$ cat src/rtl/uart_cmd_wrapper.sv
// uart_cmd_wrapper
//   Glue between the UART byte transceiver and the command processor.
//   Receive side: two bytes (high first) are packed into a 16-bit command,
//   presented with a level cmd_rdy that the processor clears. If the low
//   byte does not arrive within TMO_CYC cycles of the high byte, the
//   stranded high byte is dropped and frm_err pulses so the host can
//   resynchronise.
//   Transmit side: each send_resp pulse sends RESP_BYTE once; a single
//   request arriving while a byte is in flight is remembered and sent next.
//
// Ports
//   clk            system clock
//   rst_n          asynchronous active-low reset
//   i_rx_rdy       receiver holds a byte in i_rx_data (level)
//   i_rx_data      received byte
//   o_clr_rx_rdy   one-cycle acknowledge of the current rx byte
//   o_cmd          assembled command {high, low}
//   o_cmd_rdy      o_cmd valid (level, until i_clr_cmd_rdy)
//   i_clr_cmd_rdy  command processor consumed o_cmd
//   i_send_resp    one-cycle request to transmit RESP_BYTE
//   o_trmt         one-cycle pulse starting a UART transmission
//   o_tx_data      byte to transmit (always RESP_BYTE)
//   i_tx_done      transmitter finished the current byte (pulse)
//   o_resp_sent    one-cycle pulse when the acknowledge byte completes
//   o_frm_err      one-cycle pulse when a frame times out
module uart_cmd_wrapper #(
  parameter int unsigned      TMO_W     = 16,
  parameter logic [TMO_W-1:0] TMO_CYC   = 16'd50000,
  parameter logic [7:0]       RESP_BYTE = 8'hA5
) (
  input  logic        clk,
  input  logic        rst_n,
  input  logic        i_rx_rdy,
  input  logic [7:0]  i_rx_data,
  output logic        o_clr_rx_rdy,
  output logic [15:0] o_cmd,
  output logic        o_cmd_rdy,
  input  logic        i_clr_cmd_rdy,
  input  logic        i_send_resp,
  output logic        o_trmt,
  output logic [7:0]  o_tx_data,
  input  logic        i_tx_done,
  output logic        o_resp_sent,
  output logic        o_frm_err
);

  // Counter value of the last cycle the low byte may still arrive in.
  localparam logic [TMO_W-1:0] TMO_LAST = TMO_CYC - TMO_W'(1);

  typedef enum logic {RX_HI, RX_LO} rx_state_t;
  typedef enum logic {TX_IDLE, TX_BUSY} tx_state_t;

  rx_state_t        r_rx_state;
  rx_state_t        w_rx_state_nxt;
  logic [7:0]       r_hi_byte;
  logic [7:0]       w_hi_byte_nxt;
  logic [15:0]      r_cmd;
  logic [15:0]      w_cmd_nxt;
  logic             r_cmd_rdy;
  logic             w_cmd_rdy_nxt;
  logic [TMO_W-1:0] r_tmo_cnt;
  logic [TMO_W-1:0] w_tmo_cnt_nxt;
  logic             w_clr_rx_rdy;
  logic             w_frm_err;

  tx_state_t        r_tx_state;
  tx_state_t        w_tx_state_nxt;
  logic             r_pend;
  logic             w_pend_nxt;
  logic             w_trmt;
  logic             w_resp_sent;

  // State registers for both paths.
  always_ff @(posedge clk or negedge rst_n) begin
    if (!rst_n) begin
      r_rx_state <= RX_HI;
      r_hi_byte  <= 8'h00;
      r_cmd      <= 16'h0000;
      r_cmd_rdy  <= 1'b0;
      r_tmo_cnt  <= '0;
      r_tx_state <= TX_IDLE;
      r_pend     <= 1'b0;
    end else begin
      r_rx_state <= w_rx_state_nxt;
      r_hi_byte  <= w_hi_byte_nxt;
      r_cmd      <= w_cmd_nxt;
      r_cmd_rdy  <= w_cmd_rdy_nxt;
      r_tmo_cnt  <= w_tmo_cnt_nxt;
      r_tx_state <= w_tx_state_nxt;
      r_pend     <= w_pend_nxt;
    end
  end

  // Receive FSM. cmd_rdy updates are ordered lowest priority first so the
  // later assignment wins: consumer clear < new-frame clear < low-byte set.
  // A low byte in the terminal-count cycle is taken before the timeout test.
  always_comb begin
    w_rx_state_nxt = r_rx_state;
    w_hi_byte_nxt  = r_hi_byte;
    w_cmd_nxt      = r_cmd;
    w_cmd_rdy_nxt  = r_cmd_rdy;
    w_tmo_cnt_nxt  = r_tmo_cnt;
    w_clr_rx_rdy   = 1'b0;
    w_frm_err      = 1'b0;

    if (i_clr_cmd_rdy) begin
      w_cmd_rdy_nxt = 1'b0;
    end

    case (r_rx_state)
      RX_HI: begin
        if (i_rx_rdy) begin
          w_hi_byte_nxt  = i_rx_data;
          w_clr_rx_rdy   = 1'b1;
          w_cmd_rdy_nxt  = 1'b0;
          w_tmo_cnt_nxt  = '0;
          w_rx_state_nxt = RX_LO;
        end
      end
      RX_LO: begin
        if (i_rx_rdy) begin
          w_cmd_nxt      = {r_hi_byte, i_rx_data};
          w_cmd_rdy_nxt  = 1'b1;
          w_clr_rx_rdy   = 1'b1;
          w_rx_state_nxt = RX_HI;
        end else if (r_tmo_cnt == TMO_LAST) begin
          w_frm_err      = 1'b1;
          w_rx_state_nxt = RX_HI;
        end else begin
          w_tmo_cnt_nxt  = r_tmo_cnt + TMO_W'(1);
        end
      end
      default: w_rx_state_nxt = RX_HI;
    endcase
  end

  // Transmit FSM. Only one request is buffered while busy; extras are lost.
  // A request buffered in the tx_done cycle starts on the next cycle.
  always_comb begin
    w_tx_state_nxt = r_tx_state;
    w_pend_nxt     = r_pend;
    w_trmt         = 1'b0;
    w_resp_sent    = 1'b0;

    case (r_tx_state)
      TX_IDLE: begin
        if (i_send_resp || r_pend) begin
          w_trmt         = 1'b1;
          w_pend_nxt     = 1'b0;
          w_tx_state_nxt = TX_BUSY;
        end
      end
      TX_BUSY: begin
        if (i_send_resp) begin
          w_pend_nxt = 1'b1;
        end
        if (i_tx_done) begin
          w_resp_sent    = 1'b1;
          w_tx_state_nxt = TX_IDLE;
        end
      end
      default: w_tx_state_nxt = TX_IDLE;
    endcase
  end

  assign o_clr_rx_rdy = w_clr_rx_rdy;
  assign o_frm_err    = w_frm_err;
  assign o_cmd        = r_cmd;
  assign o_cmd_rdy    = r_cmd_rdy;
  assign o_trmt       = w_trmt;
  assign o_resp_sent  = w_resp_sent;
  assign o_tx_data    = RESP_BYTE;

endmodule

$ cat config.mk
export PLATFORM = sky130hd
export DESIGN_NAME = uart_cmd_wrapper
export DESIGN_NICKNAME = d
export VERILOG_FILES = /design/src/rtl/uart_cmd_wrapper.sv
export SDC_FILE = /design/constraint.sdc
export NUM_CORES = 1
export LEC_CHECK = 0
export CORE_MARGIN = 3
export CORE_UTILIZATION = 51
export DETAILED_ROUTE_END_ITERATION = 10
export GPL_TIMING_DRIVEN = 0
export PLACE_DENSITY = 0.79
export SYNTH_ARGS = -nofsm -noshare
export SYNTH_HDL_FRONTEND = slang
export SYNTH_SLANG_ARGS = --single-unit
$ cat constraint.sdc
create_clock -name clk -period 2.5 [get_ports clk]
set_clock_uncertainty 0.1 [all_clocks]
set_input_delay 0.625 -clock clk [delete_from_list [all_inputs] [get_ports clk]]
set_output_delay 0.625 -clock clk [all_outputs]
set_load 0.02 [all_outputs]
==> results of run 1 <==
## area by class of cell
class                      instances  area (um^2)
clock buffer                       6         82.6
fill                             306         1130
buffer                            16         97.6
multi-input combinational        136          953
tap                               48         60.1
sequential                        44         1100
clock inverter                     2         38.8
timing repair buffer              37          364
inverter                           6         22.5
## per-stage QoR
stage / util / area, um^2 / TNS (ns)
finish: 0.706 / 2720 / -0.246
global route: 0.706 / 2720 / -0.315
floorplan: - / 2170 / 0
global placement: 0.668 / 2570 / -28.91
CTS: 0.705 / 2720 / -0.307
detailed placement: 0.671 / 2590 / -7.81
## flip-flops by register name, indices dropped and copies added, names as in the netlist
name	cells
o_cmd	16
o_cmd_rdy	1
r_hi_byte	8
r_pend	1
r_rx_state	1
r_tmo_cnt	16
r_tx_state	1
## timing repair
| item | CTS | global route |
|---|---|---|
| endpoints found under the setup margin | 20 | 8 |
| setup buffers | 1 | 1 |
| resized for setup | 12 | 3 |
## power breakdown
group / total [mW] / leakage [nW] / internal (mW) / switching, mW
clock network: 0.560 / 0.0614 / 0.327 / 0.233
registers: 0.922 / 0.551 / 0.847 / 0.0750
logic: 0.616 / 0.549 / 0.314 / 0.302
## critical path, cell delays in order (launching register included)
cell and delay [ns]:
dfrtp_1 0.42, or4b_4 0.54, or4_4 0.49, nor3_2 0.13, buf_4 0.16
## cells in the mapped netlist (3+ instances only)
cell type | n | share of area
a21o_1 | 3 | 0.011
a21oi_1 | 5 | 0.012
a31oi_1 | 6 | 0.018
and3_1 | 3 | 0.0088
buf_4 | 9 | 0.032
clkbuf_1 | 7 | 0.012
dfrtp_1 | 44 | 0.51
inv_1 | 6 | 0.011
mux2_2 | 25 | 0.13
nand2_1 | 15 | 0.026
nand3_1 | 4 | 0.0093
nor2_1 | 13 | 0.023
nor3_1 | 4 | 0.0093
nor4_1 | 4 | 0.012
o21ai_0 | 9 | 0.021
or3_1 | 3 | 0.0088
or4_1 | 4 | 0.014
## kinds of logic (layout without fill, tap and decap cells)
group / after synthesis / in the layout / synth area share
compound gates: 37 / 37 / 0.117
xor+xnor: 2 / 2 / 0.00817
fa+ha+maj: 1 / 1 / 0.00583
buf+inv: 24 / 67 / 0.0583
flops: 44 / 44 / 0.513
mux: 26 / 26 / 0.136
other cells: 2 / 8 / 0.00350
simple gates: 62 / 62 / 0.158
## routing by layer
layer  track usage  vias up  wire (um)
met5             0        -          0
met4        0.0480        0         55
met3        0.0369        4        296
met2         0.338       60       2350
met1         0.252      818       1850
li1              -      807          -
## final timing paths
path / endpoint / slack, ns / depth (start not counted)
max: o_frm_err / -0.25 / 4
min: r_tmo_cnt[2]$_DFFE_PN0P_ / 0.09 / 1
max reg2reg: r_rx_state$_DFF_PN0_ / 0.47 / 4
min reg2reg: o_cmd[11]$_DFFE_PN0N_ / 0.41 / 1
max in group asynchronous: r_tmo_cnt[9]$_DFFE_PN0P_ / 1.76 / 2
min in group clk: o_cmd[11]$_DFFE_PN0N_ / 0.41 / 1
==> summary.md, run 1 <==
| Metric | Value |
|---|---|
| Nets@finish | `261` |
| Commonest register cell after synthesis | `dfrtp_1` |
| Layout cells sized above 1 | `0.227` |
| VDD IR-drop max | `539 uV` |
| Port Buffers | `34` |
| Initial antenna violation count | `0` |
| PwrDens | `771 nW/um^2` |
| Kind of critical path | `reg -> out` |
| Max frequency | `364 MHz` |
| Pwr Total | `2.10 mW` |
| Reg2reg start | `r_tmo_cnt[5]$_DFFE_PN0P_` |
| Final Cycle Share | `1.10` |
| Startpoint Class | `flop` |
| Final worst slack | `-0.246 ns` |
| Hold WC Path Type | `in -> async` |
| Post-synthesis register bit count | `44` |
| Most common cell after layout, fill and taps aside | `dfrtp_1` |
| Synthesis-to-layout area growth | `26.8%` |
| Fin cells | `295` |
| Number of antenna diodes | `0` |
| Sequential-to-total area share from yosys stat | `0.513` |
| H-tree Lvls | `2` |
| Lkg Pwr | `1.16 nW` |
| Vias/cell | `5.73` |
| Gate Count Post-Synth | `198` |
| Avg Cell Area, Syn | `10.8 um^2` |
| Inst Count DP | `287` |
| Max Slew Vio Count | `0` |
| Total number of vias | `1689` |
| DP Worst Slack | `-0.856 ns` |
| First-pass GRT wire length | `7880 um` |
| CTS tree | `done` |
| Mapped cell area | `2140 um^2` |
| Status | `finished, violations left` |
| Drc violations | `0` |
| Total CTS buffers | `5` |
| Library cells used by synthesis | `43` |
| Max Cap Viol | `0` |
| Initial Utilization | `0.556` |
| RSZ-0062 raised after global routing | `true` |
| WP data arrival | `2.02 ns` |
| Die ar. | `5020 um^2` |
| Failing checks | `setup timing` |
| Routability cong. | `0.894` |
| Largest net degree at the start of global routing | `36` |
| WL/cell | `15.4 um` |
| Hold slack | `0.0909 ns` |
| CORE AREA | `3850 um^2` |
| Root Buffer | `clkbuf_8` |
| First-iteration detailed-routing DRC count | `141` |
| Most frequent cells in the layout | `dfrtp_1, clkdlybuf4s50_1, mux2_2` |
| Yosys warnings | `0` |
| Finish-stage setup viols | `1` |
| Clock buffer depth | `2` |
| Critical path data required time | `1.77 ns` |
| Clock Pin Slew Worst Setup and Hold Paths | `0.08 ns` |
| DP HPWL | `3370 um` |
| Fin crit period | `2.75 ns` |
| CTS sink cnt | `44` |
| Critical-path maximum fanout | `7` |
| Hold_buf cts | `0` |
| Worst-Margin Slew | `0.707 ns` |
| ANT nets after route | `0` |
| Asr flop ratio synth | `1.00` |
| DR pass1 iterations | `4` |
| Post-synth EDFFs | `0` |
| Gr usage total | `0.195` |
| CP startpoint | `r_tmo_cnt[5]$_DFFE_PN0P_` |
| Die Wd | `70.8 um` |
| Slew Limit Headroom | `0.528` |
| Worst skew pair latency | `0.28 ns` |
| Core Rows | `22` |
| Die Span Y | `70.8 um` |
| Final Hold Fails | `0` |
| Crit end category | `primary output` |
| Top Ports | `43` |
| Total length of routed wires | `4560 um` |
| Total gr overflow | `0` |
| Vias in the first global route | `1716` |
Power figures use the tool's default switching activity.
==> run 2, diff against run 1 <==
--- a/config.mk
+++ b/config.mk
@@ -7,9 +7,11 @@
 export LEC_CHECK = 0
 export CORE_MARGIN = 3
 export CORE_UTILIZATION = 51
+export CTS_CLUSTER_SIZE = 28
 export DETAILED_ROUTE_END_ITERATION = 10
 export GPL_TIMING_DRIVEN = 0
 export PLACE_DENSITY = 0.79
+export SKIP_CTS_REPAIR_TIMING = 1
 export SYNTH_ARGS = -nofsm -noshare
 export SYNTH_HDL_FRONTEND = slang
 export SYNTH_SLANG_ARGS = --single-unit
==> run 2 against run 1 <==
  * The flow still finishes with violations (setup timing)
  * Clock power up 0.9%
  * Routed wire length up 1.8%
  * Utilization up 0.55 points
  * Design area up 0.78%
  * Count of clock-buffer cells in the layout unchanged
  * Non-clock buffer count up 1
  * Sequential power about the same
  * Largest cell class unchanged
==> summary.md, run 2 (same netlist as run 1, synthesis figures left out) <==
| Metric | Value |
|---|---|
| First-pass GRT wire length | `7850 um (-0.34%)` |
| Total CTS buffers | `5 (unchanged)` |
| Largest net degree at the start of global routing | `36 (unchanged)` |
| Lkg Pwr | `1.19 nW (+2.7%)` |
| Synthesis-to-layout area growth | `27.8%` |
| CTS tree | `done` |
| Routability cong. | `0.894 (unchanged)` |
| Max Cap Viol | `0 (unchanged)` |
| Worst skew pair latency | `0.29 ns (about the same)` |
| Clock buffer depth | `2 (unchanged)` |
| Initial Utilization | `0.556 (unchanged)` |
| Critical path's largest stage delay | `0.54 ns (about the same)` |
| Final worst slack | `-0.323 ns (-0.0771 ns)` |
| First-iteration detailed-routing DRC count | `162 (+15%)` |
| Core Rows | `22 (unchanged)` |
| Reg2reg start | `r_tmo_cnt[5]$_DFFE_PN0P_` |
| Clock Power Share | `0.268 (about the same)` |
| DP HPWL | `3370 um (unchanged)` |
| DP Worst Slack | `-0.856 ns (unchanged)` |
| Die Span Y | `70.8 um (unchanged)` |
| Final Hold Fails | `0 (unchanged)` |
| Critical R2R Capture | `r_rx_state$_DFF_PN0_` |
| Critical path data required time | `1.77 ns (about the same)` |
| Met3 Use GR | `0.0384 (+0.00142)` |
| WP data arrival | `2.10 ns (+0.08 ns)` |
| Status | `finished, violations left` |
| Seq pwr share | `0.438 (about the same)` |
| Port Buffers | `34 (unchanged)` |
| Crit end category | `primary output` |
| Total length of routed wires | `4640 um (+1.8%)` |
| VDD IR-drop max | `539 uV (+0.11%)` |
| RSZ-0062 raised after global routing | `true` |
| Internal cell power | `1.49 mW (+0.24%)` |
| GR peak layer | `met2` |
| Core Util, Final | `0.711 (+0.00552)` |
| Critical-path maximum fanout | `7 (unchanged)` |
| Nets@finish | `262 (+0.38%)` |
| Failing checks | `setup timing` |
| Vias/cell | `5.71 (-0.34%)` |
| Switching portion of total power | `0.293 (+0.00189)` |
| Total gr overflow | `0 (unchanged)` |
| Drc violations | `0 (unchanged)` |
| Layout cells sized above 1 | `0.234 (+0.00715)` |
| Most frequent cells in the layout | `dfrtp_1, clkdlybuf4s50_1, mux2_2` |
| Number of antenna diodes | `0 (unchanged)` |
| Vias in the first global route | `1705 (-0.64%)` |
| CP startpoint | `r_tmo_cnt[5]$_DFFE_PN0P_` |
| Comb power frac | `0.294 (about the same)` |
| CORE AREA | `3850 um^2 (unchanged)` |
| Hold slack | `0.0864 ns (-0.00449 ns)` |
| Worst path cell trace | `or4b_4 > or4_4 > buf_6 > nor3_2 > buf_4` |
| Most common cell after layout, fill and taps aside | `dfrtp_1` |
| Gr usage total | `0.194 (-0.000600)` |
| WL/cell | `15.7 um (+1.5%)` |
| PwrDens | `769 nW/um^2 (-0.28%)` |
| Die Wd | `70.8 um (unchanged)` |
| CP max-delay cell | `or4b_4` |
| Flop2flop setup slack | `0.41 ns (-0.06 ns)` |
| Fin crit period | `2.82 ns (+0.0771 ns)` |
| Kind of critical path | `reg -> out` |
| Root Buffer | `clkbuf_8` |
| ANT nets after route | `0 (unchanged)` |
| Final Cycle Share | `1.13 (+0.0309)` |
| Top Ports | `43 (unchanged)` |
| Clock Pin Slew Worst Setup and Hold Paths | `0.08 ns (about the same)` |
| CTS sink cnt | `44 (unchanged)` |
| Initial antenna violation count | `0 (unchanged)` |
| Finish-stage setup viols | `1 (unchanged)` |
| Pwr Total | `2.11 mW (+0.50%)` |
| Max Slew Vio Count | `0 (unchanged)` |
| TNS Setup | `-0.323 ns (-0.0771 ns)` |
| Max frequency | `354 MHz (-2.7%)` |
| Startpoint Class | `flop` |
| Worst R2R Path Depth | `5 (+1)` |
| H-tree Lvls | `2 (unchanged)` |
| Hold WC Path Type | `in -> async` |
| Sw power | `0.617 mW (+1.2%)` |
| DR pass1 iterations | `4 (unchanged)` |
| Met1 Use GR | `0.253 (+0.000926)` |
| Met2 Use GR | `0.332 (-0.00618)` |
| Die ar. | `5020 um^2 (unchanged)` |
| Total number of vias | `1689 (unchanged)` |
run 2: power groups by stage:
stage | Sequential (mW) | Clock (mW) | Combinational, mW
3_3_place_gp | 0.926 | 0 | 0.609
2_1_floorplan | 1.04 | 0 | 0.223
5_1_grt | 0.941 | 0.608 | 0.663
4_1_cts | 0.925 | 0.570 | 0.631
3_5_place_dp | 0.939 | 0 | 0.628
6_report | 0.923 | 0.565 | 0.621
run 2: worst max path at each step:
stage	endpoint	slack [ns]	cells after the start
5_1_grt	o_frm_err	-0.38	5
6_report	o_frm_err	-0.32	5
4_1_cts	o_frm_err	-0.86	5
2_1_floorplan	o_frm_err	0.01	4
3_3_place_gp	o_frm_err	-0.90	5
3_5_place_dp	o_frm_err	-0.86	5
run 2: worst max-delay path: cells and delay by family (launching register included):
| kind | cells | cell delay, ns |
|---|---|---|
| AND/OR/NAND/NOR | 3 | 1.07 |
| flip-flops | 1 | 0.44 |
| buffers and inverters | 2 | 0.31 |
run 2: cell type report:
class / count / area (um^2)
clock inverter: 2 / 38.8
clock buffer: 6 / 82.6
tap: 48 / 60.1
sequential: 44 / 1100
inverter: 6 / 22.5
buffer: 18 / 114
timing repair buffer: 36 / 368
multi-input combinational: 136 / 953
fill: 308 / 1110
run 2: layer usage:
layer	wire (um)	up-vias
li1	-	801
met1	1880	818
met2	2400	66
met3	310	4
met4	54	0
met5	0	-
run 2: through the flow:
| stage | cells | instance area (um^2) |
|---|---|---|
| 2_1_floorplan | 204 | 2170 |
| 3_3_place_gp | 286 | 2570 |
| 3_5_place_dp | 287 | 2590 |
| 4_1_cts | 295 | 2710 |
| 5_1_grt | 296 | 2740 |
| 6_report | 296 | 2740 |
